--- config.mk ---
export PLATFORM = sky130hd
export DESIGN_NAME = smc_ahb_fill_master
export DESIGN_NICKNAME = d
export VERILOG_FILES = /design/src/rtl/smc_ahb_fill_master.sv
export SDC_FILE = /design/constraint.sdc
export NUM_CORES = 1
export LEC_CHECK = 0
export CORE_MARGIN = 5
export CORE_UTILIZATION = 57
export CTS_BUF_LIST = sky130_fd_sc_hd__clkbuf_8
export CTS_CLUSTER_SIZE = 10
export DETAILED_ROUTE_END_ITERATION = 12
export PLACE_DENSITY = 0.89
export SETUP_SLACK_MARGIN = 0.3
export SYNTH_ARGS = -nofsm -noshare
export SYNTH_HDL_FRONTEND = slang
export SYNTH_SLANG_ARGS = --single-unit
--- constraint.sdc ---
create_clock -name pmu_smc_hclk -period 7 [get_ports pmu_smc_hclk]
set_input_delay 1.75 -clock pmu_smc_hclk [delete_from_list [all_inputs] [get_ports pmu_smc_hclk]]
set_output_delay 1.75 -clock pmu_smc_hclk [all_outputs]
set_load 0.05 [all_outputs]
--- src/rtl/smc_ahb_fill_master.sv ---
// smc_ahb_fill_master: AHB-Lite initiator that fills or
// read-compares a word region of SMC SRAM.
module smc_ahb_fill_master #(
  parameter int         LEN_W       = 16,
  parameter logic [3:0] HPROT_VAL   = 4'b0011,
  parameter int         BOUND_BYTES = 1024
) (
  input  logic             pmu_smc_hclk,
  input  logic             pmu_smc_hrst_b,
  input  logic             cmd_start,
  input  logic             cmd_write,
  input  logic             cmd_incr,
  input  logic [31:0]      cmd_addr,
  input  logic [LEN_W-1:0] cmd_len,
  input  logic [31:0]      cmd_pattern,
  output logic             cmd_busy,
  output logic             cmd_done,
  output logic             cmd_err,
  output logic [LEN_W-1:0] cmd_mis_cnt,
  output logic [31:0]      cmd_mis_addr,
  output logic             sfm_smc_hsel,
  output logic [31:0]      sfm_smc_haddr,
  output logic [1:0]       sfm_smc_htrans,
  output logic             sfm_smc_hwrite,
  output logic [2:0]       sfm_smc_hsize,
  output logic [3:0]       sfm_smc_hprot,
  output logic [31:0]      sfm_smc_hwdata,
  input  logic [31:0]      smc_sfm_hrdata,
  input  logic             smc_sfm_hready,
  input  logic [1:0]       smc_sfm_hresp
);

  localparam int BW = $clog2(BOUND_BYTES);

  typedef enum logic [2:0] {
    S_IDLE, S_ADDR, S_DRAIN, S_ERR, S_DONE
  } state_t;

  state_t state, nxt;

  logic             wr_q, incr_q;
  logic [LEN_W-1:0] len_q, acnt, mis_cnt;
  logic [31:0]      pat_q, aaddr, daddr, exp_q, mis_addr;
  logic             dp_vld, err_q;
  logic             hready, err_resp, dp_done, acc, last, bound;

  assign hready   = smc_sfm_hready;
  assign err_resp = (smc_sfm_hresp == 2'b01);
  assign dp_done  = dp_vld & hready & ~err_resp;
  assign acc      = (state == S_ADDR) & hready
                  & ~(dp_vld & err_resp);
  assign last     = (acnt == len_q - LEN_W'(1));
  assign bound    = (aaddr[BW-1:0] == '0);

  always_ff @(posedge pmu_smc_hclk or negedge pmu_smc_hrst_b) begin
    if (!pmu_smc_hrst_b) state <= S_IDLE;
    else                 state <= nxt;
  end

  always_comb begin
    nxt = state;
    unique case (state)
      S_IDLE: begin
        if (cmd_start)
          nxt = (cmd_len == '0) ? S_DONE : S_ADDR;
      end
      S_ADDR: begin
        if (dp_vld && err_resp)
          nxt = hready ? S_DONE : S_ERR;
        else if (acc && last)
          nxt = S_DRAIN;
      end
      S_DRAIN: begin
        if (err_resp)
          nxt = hready ? S_DONE : S_ERR;
        else if (hready)
          nxt = S_DONE;
      end
      S_ERR: begin
        if (hready) nxt = S_DONE;
      end
      S_DONE:  nxt = S_IDLE;
      default: nxt = S_IDLE;
    endcase
  end

  always_ff @(posedge pmu_smc_hclk or negedge pmu_smc_hrst_b) begin
    if (!pmu_smc_hrst_b) begin
      wr_q     <= 1'b0;
      incr_q   <= 1'b0;
      len_q    <= '0;
      pat_q    <= '0;
      acnt     <= '0;
      aaddr    <= '0;
      daddr    <= '0;
      exp_q    <= '0;
      dp_vld   <= 1'b0;
      err_q    <= 1'b0;
      mis_cnt  <= '0;
      mis_addr <= '0;
    end else begin
      if (state == S_IDLE && cmd_start) begin
        wr_q     <= cmd_write;
        incr_q   <= cmd_incr;
        len_q    <= cmd_len;
        pat_q    <= cmd_pattern;
        aaddr    <= {cmd_addr[31:2], 2'b00};
        acnt     <= '0;
        dp_vld   <= 1'b0;
        err_q    <= 1'b0;
        mis_cnt  <= '0;
        mis_addr <= '0;
      end
      if (acc) begin
        dp_vld <= 1'b1;
        daddr  <= aaddr;
        exp_q  <= pat_q + (incr_q ? 32'(acnt) : 32'd0);
        acnt   <= acnt + LEN_W'(1);
        aaddr  <= aaddr + 32'd4;
      end else if (hready) begin
        dp_vld <= 1'b0;
      end
      // two-cycle ERROR: the pending address phase is dropped
      if (nxt == S_ERR) dp_vld <= 1'b0;
      if (hready && ((dp_vld && err_resp) || state == S_ERR))
        err_q <= 1'b1;
      if (dp_done && !wr_q && smc_sfm_hrdata != exp_q) begin
        if (mis_cnt != '1) mis_cnt <= mis_cnt + LEN_W'(1);
        if (mis_cnt == '0) mis_addr <= daddr;
      end
    end
  end

  assign cmd_busy       = (state != S_IDLE);
  assign cmd_done       = (state == S_DONE);
  assign cmd_err        = err_q;
  assign cmd_mis_cnt    = mis_cnt;
  assign cmd_mis_addr   = mis_addr;
  assign sfm_smc_hsel   = cmd_busy;
  assign sfm_smc_haddr  = aaddr;
  assign sfm_smc_htrans = (state != S_ADDR) ? 2'b00 :
                          (acnt == '0 || bound) ? 2'b10 : 2'b11;
  assign sfm_smc_hwrite = cmd_busy & wr_q;
  assign sfm_smc_hsize  = 3'b010;
  assign sfm_smc_hprot  = HPROT_VAL;
  assign sfm_smc_hwdata = exp_q;

endmodule

# [Yosys cells after proc, flatten, opt, wreduce, memory -nomap -nowiden]
# Cells that the tools add are included.
[op_classes] addsub=5 eq_ne=10 muxes=26 bitwise_logic=8 reduce_logical=18
[op_table] cell="32-bit two-way mux" count=5
[op_table] cell="16-bit two-way mux" count=6
[op_table] cell="16-bit zero test" count=3
[op_table] cell="16-bit by 1-bit adder with 16-bit output (second input constant)" count=2
[op_table] cell="32-bit by 16-bit adder with 32-bit output" count=1
[op_table] cell="32-bit by 3-bit adder with 32-bit output (second input constant)" count=1
[op_table] cell="32-bit != test" count=1
[op_table] cell="3-bit two-way mux" count=7
[op_table] cell="16-bit equality test" count=1
[op_table] cell="16-bit != test (second input constant)" count=1
[op_table] cell="16-bit by 1-bit subtractor with 16-bit output (second input constant)" count=1
[op_table] cell="3-bit one-hot mux with 4 select lines" count=1
[op_table] cell="10-bit zero test" count=1
[op_table] cell="3-bit by 2-bit equality test with 1-bit output (second input constant)" count=3
[op_table] cell="1-bit bitwise AND" count=6
[op_table] cell="1-bit logical AND" count=6
[op_table] cell="1-bit two-way mux" count=6
[op_table] cell="2-bit nonzero test" count=2
[op_table] cell="4-bit nonzero test" count=1
[op_table] cell="3-bit by 1-bit equality test with 1-bit output (second input constant)" count=1
[op_table] cell="3-bit equality test (second input constant)" count=1
[op_table] cell="3-bit zero test" count=1
[op_table] cell="3-bit by 1-bit != test with 1-bit output (second input constant)" count=1
[op_table] cell="3-bit nonzero test" count=1
[op_table] cell="5 further kinds" count=7
[totals] reg_bits=215 in_bits=120 output_inout_bits=126 wordCells=80

# [Longest topological paths before layout]
[depth] word_depth=10 ltp_mapped=12

# [Worst setup path after synthesis]
# OpenSTA, ideal clock, no wires.
[synth_timing] path_type="reg-to-output" start="reg state[2]" end="out sfm_smc_htrans[0]" arrival_time_ns=2.241 required_ns=5.250 setup_slack_ns=3.009 stages_incl_launch_ff=4 n_path_buf=0 path_cell_list="dfrtp_1 > nor3b_2 > o41ai_1 > a31oi_1"
[synth_via] elab_chain_len=2
[synth_rtl] element="from (decl)" line_no="39" source="state_t state, nxt;"
[synth_rtl] element="from (signal assigned)" line_no="57" source="else state <= nxt;"
[synth_rtl] element="3-bit by 1-bit != test with 1-bit output" line_no="141" source="assign sfm_smc_htrans = (state != S_ADDR) ? 2'b00 :"
[synth_rtl] element="2-bit two-way mux" line_no="141"
[synth_rtl] element="to (decl)" line_no="23" source="output logic [1:0] sfm_smc_htrans,"
# Every way passes these cells.

# [Worst setup path in the final report]
[layout_timing] start="reg aaddr[2], in the netlist sfm_smc_haddr[2]" end="out sfm_smc_htrans[0]"
[layout_via] elab_chain_len=4
[layout_rtl] element="from (decl)" line_no="43" source="logic [31:0] pat_q, aaddr, daddr, exp_q, mis_addr;"
[layout_rtl] element="from (signal assigned)" line_no="107" source="aaddr <= {cmd_addr[31:2], 2'b00};"
[layout_rtl] element="from (signal assigned)" line_no="119" source="aaddr <= aaddr + 32'd4;"
[layout_rtl] element="10-bit zero test" line_no="53" source="assign bound = (aaddr[BW-1:0] == '0);"
[layout_rtl] element="1-bit logical OR" line_no="142" source="(acnt == '0 || bound) ? 2'b10 : 2'b11;"
[layout_rtl] element="1-bit two-way mux" line_no="142"
[layout_rtl] element="2-bit two-way mux" line_no="141"
# Every way passes these cells.

==> results.json <==
{
  "postPlaceCellArea_um2": 13630,
  "grt_max_degree": 90,
  "post-route-util_pct": 73.72,
  "holdWs_ps": 475.1,
  "slowest_delay_ps": 740,
  "status": "complete, no violations",
  "cp_num_buf_inv": 2,
  "critPathMaxFanout": 4,
  "ys_ff_latch": 211,
  "synth.area.top_cells": "dfrtp_1 (47%), nand2_1 (13%), o21ai_0 (4.0%)",
  "layoutNonFillerInstCount": 1805,
  "tritoncts": "yes",
  "antenna_found_initial": 1,
  "cp_slowest_cell": "clkdlybuf4s50_1",
  "finalSetupTns_ps": 0,
  "ctsHoldBuffers": 0,
  "drt_iter0_markers": 843,
  "hpwl_um": 22370,
  "dpl_worst_slack_ps": 2275,
  "ys.warnings.count": 0,
  "period_share_pct": 70.09,
  "port_buffers": 234,
  "fp.dieH_um": 149.9,
  "netlist_instances": 1303,
  "avgSynthCellArea_um2": 8.565,
  "p_sw_mw": 3.000,
  "ys_seq_area_share_pct": 47.31,
  "via_per_inst": 5.797,
  "hp-class": "reg2reg",
  "yosys-top-cells-count": "nand2_1 (378), dfrtp_1 (211), o21ai_0 (90)",
  "synth_edf_count": 0,
  "p_int_mw": 3.284,
  "initial_core_util_pct": 57.53,
  "grt_overflow": 0,
  "ioPinCount": 246,
  "row_count": 51,
  "endpoint_kind": "output port",
  "cp.required_ps": 5250,
  "vdd_drop_max_uv": 341.0,
  "clock_skew_ps": 19.87,
  "crit_path_cell_trace": "inv_1, ha_1, or4b_2, o41ai_1, a31oi_1, clkdlybuf4s50_1",
  "final_area_um2": 14300,
  "numCtsBuffers": 37,
  "grt_pass1_wl_um": 51320,
  "antenna_left": 0,
  "rsz0062_at_grt": "false",
  "seqCellArea_um2": 5280,
  "synth.distinct_cells": 64,
  "power-per-cell-area_nw_per_um2": 439.4,
  "total_power_mw": 6.284,
  "synth-async-reset-ratio_pct": 100.0,
  "worst_ep_arrival_time_ps": 3160,
  "yosysTopAreaCellShare_pct": 47.31,
  "wl_um": 31830,
  "fin_nets": 1661,
  "synth-main-ff-cell": "dfrtp_1",
  "die_area_um2": 22480,
  "root_buffer": "clkbuf_8",
  "max_freq_ghz": 0.2038,
  "switching_share_pct": 47.74,
  "pwr-share-comb_pct": 47.9,
  "cap_violations": 0,
  "cts_resized": 0,
  "drv_slew": 0,
  "first_pass_iters": 6,
  "synth.most_common_cell": "nand2_1",
  "nFillCells": 1440,
  "clock_path_buffers": 3,
  "setup_viol_count_final": 0,
  "cp_top_family": "buffers and inverters",
  "hold_viol_final": 0,
  "core-area_um2": 19400,
  "vias": 10460,
  "fin_ws_ps": 2093,
  "start_kind": "flop",
  "post-route-drc-count": 0,
  "seqPwrFrac_pct": 35.6,
  "synth_area_um2": 11160,
  "p_leak_nw": 6.386,
  "cts.sinks": 211,
  "htreeDepth": 2,
  "grt_pass1_vias": 10310,
  "clk_pin_slew_worst_paths_ps": 60,
  "yosysTopAreaCell": "dfrtp_1",
  "grt_usage_pct": 28.18,
  "multi_input_area_um2": 5527,
  "die_width_um": 149.9,
  "dp_cells": 1743,
  "critPathKind": "reg2out",
  "slew_headroom_pct": 25.88,
  "gp_congestion": 0.8956,
  "clock_latency_ps": 530,
  "drive_above_1_share_pct": 4.873,
  "tightest_slew_ps": 1100,
  "synthToLayoutAreaGrowth_pct": 28.14,
  "post-route-min-period_ps": 4907,
  "wire_per_inst_um": 17.64,
  "post-cts-setup-buffers": 0,
  "clkPwrFrac_pct": 16.5
}
cells in the final DEF, fill, tap and decap left out, types with 3 or more instances in the layout:
master / n
mux2i_1: 7
nand3b_1: 4
a22o_1: 3
or4_1: 4
nor3_1: 26
o21bai_1: 3
dfrtp_1: 211
inv_1: 40
a31o_2: 3
xnor2_1: 35
a22oi_1: 6
a221o_1: 6
nand3_1: 61
nor3b_1: 6
conb_1: 9
o21ai_1: 27
o311ai_0: 5
nand4_1: 15
xor2_1: 47
nor2b_1: 11
ha_1: 23
clkdlybuf4s50_1: 233
and2_1: 22
a21o_1: 6
clkbuf_8: 43
o21ai_0: 90
and3_1: 15
buf_4: 7
nand2b_1: 8
a211oi_1: 5
nor2_1: 50
a21oi_1: 25
a31oi_1: 7
or3_1: 7
o31ai_1: 11
nor4_1: 20
nand2_1: 377
o41ai_1: 3
o211ai_1: 21
cell families after synthesis:
family / after synthesis / synth area share (%)
flops: 211 / 47.31
xor+xnor: 82 / 6.435
simple gates: 642 / 25.96
compound gates: 234 / 12.97
buf+inv: 99 / 3.666
other cells: 2 / 0.06729
mux: 9 / 0.8296
fa+ha+maj: 24 / 2.758
worst register-to-register path: cells and delay by family (launching register included):
family          cells  cell delay, ps
flops               1             590
fa+ha+maj           1             240
buf+inv             1              90
simple gates        2             320
compound gates      6            1980
xor+xnor            1             220
layout make-up:
| cell class | instances | area share, % |
|---|---|---|
| inverters | 26 | 0.6824 |
| clock buffers | 42 | 4.042 |
| clock inverters | 19 | 0.6037 |
| diodes | 1 | 0.01750 |
| multi-input cells | 1000 | 38.64 |
| repair buffers | 241 | 16.77 |
| flip-flops and latches | 211 | 36.92 |
| well taps | 265 | 2.318 |
layer usage:
| metal | routed length, µm | track usage [%] |
|---|---|---|
| met2 | 15970 | 48.52 |
| met4 | 933 | 9.835 |
| met3 | 2439 | 5.239 |
| met1 | 12490 | 35.73 |
| met5 | 0 | 0 |
flip-flops by register name (all words and copies together) (netlist names):
signal,flops
sfm_smc_hwdata,32
pat_q,32
wr_q,1
cmd_mis_cnt,16
incr_q,1
dp_vld,1
acnt,16
daddr,30
cmd_mis_addr,32
len_q,16
sfm_smc_haddr,30
state,3
cmd_err,1
path summary, 6_finish.rpt:
| path | to | slack (ps) | cells past startpoint | start |
|---|---|---|---|---|
| setup reg to reg | sfm_smc_hwdata[21] | 3440 | 11 | incr_q |
| max in group asynchronous | pat_q[3] | 4340 | 2 | pmu_smc_hrst_b |
| setup / recovery | sfm_smc_htrans[0] | 2090 | 6 | sfm_smc_haddr[2] |
| hold reg to reg | cmd_mis_addr[28] | 480 | 2 | daddr[28] |
| hold / removal | cmd_mis_addr[28] | 480 | 2 | daddr[28] |
| min in group asynchronous | cmd_mis_addr[18] | 1270 | 1 | pmu_smc_hrst_b |
power by group through the flow:
stage	Combinational [mW]	Sequential (mW)	Clock [mW]
floorplan	1.23	2.93	0
CTS	3.02	2.22	1.06
finish	3.01	2.24	1.04
global route	3.23	2.30	1.12
detailed placement	2.99	2.23	0
global placement	2.91	2.20	0
No activity file was read; power rests on OpenSTA's default activity.
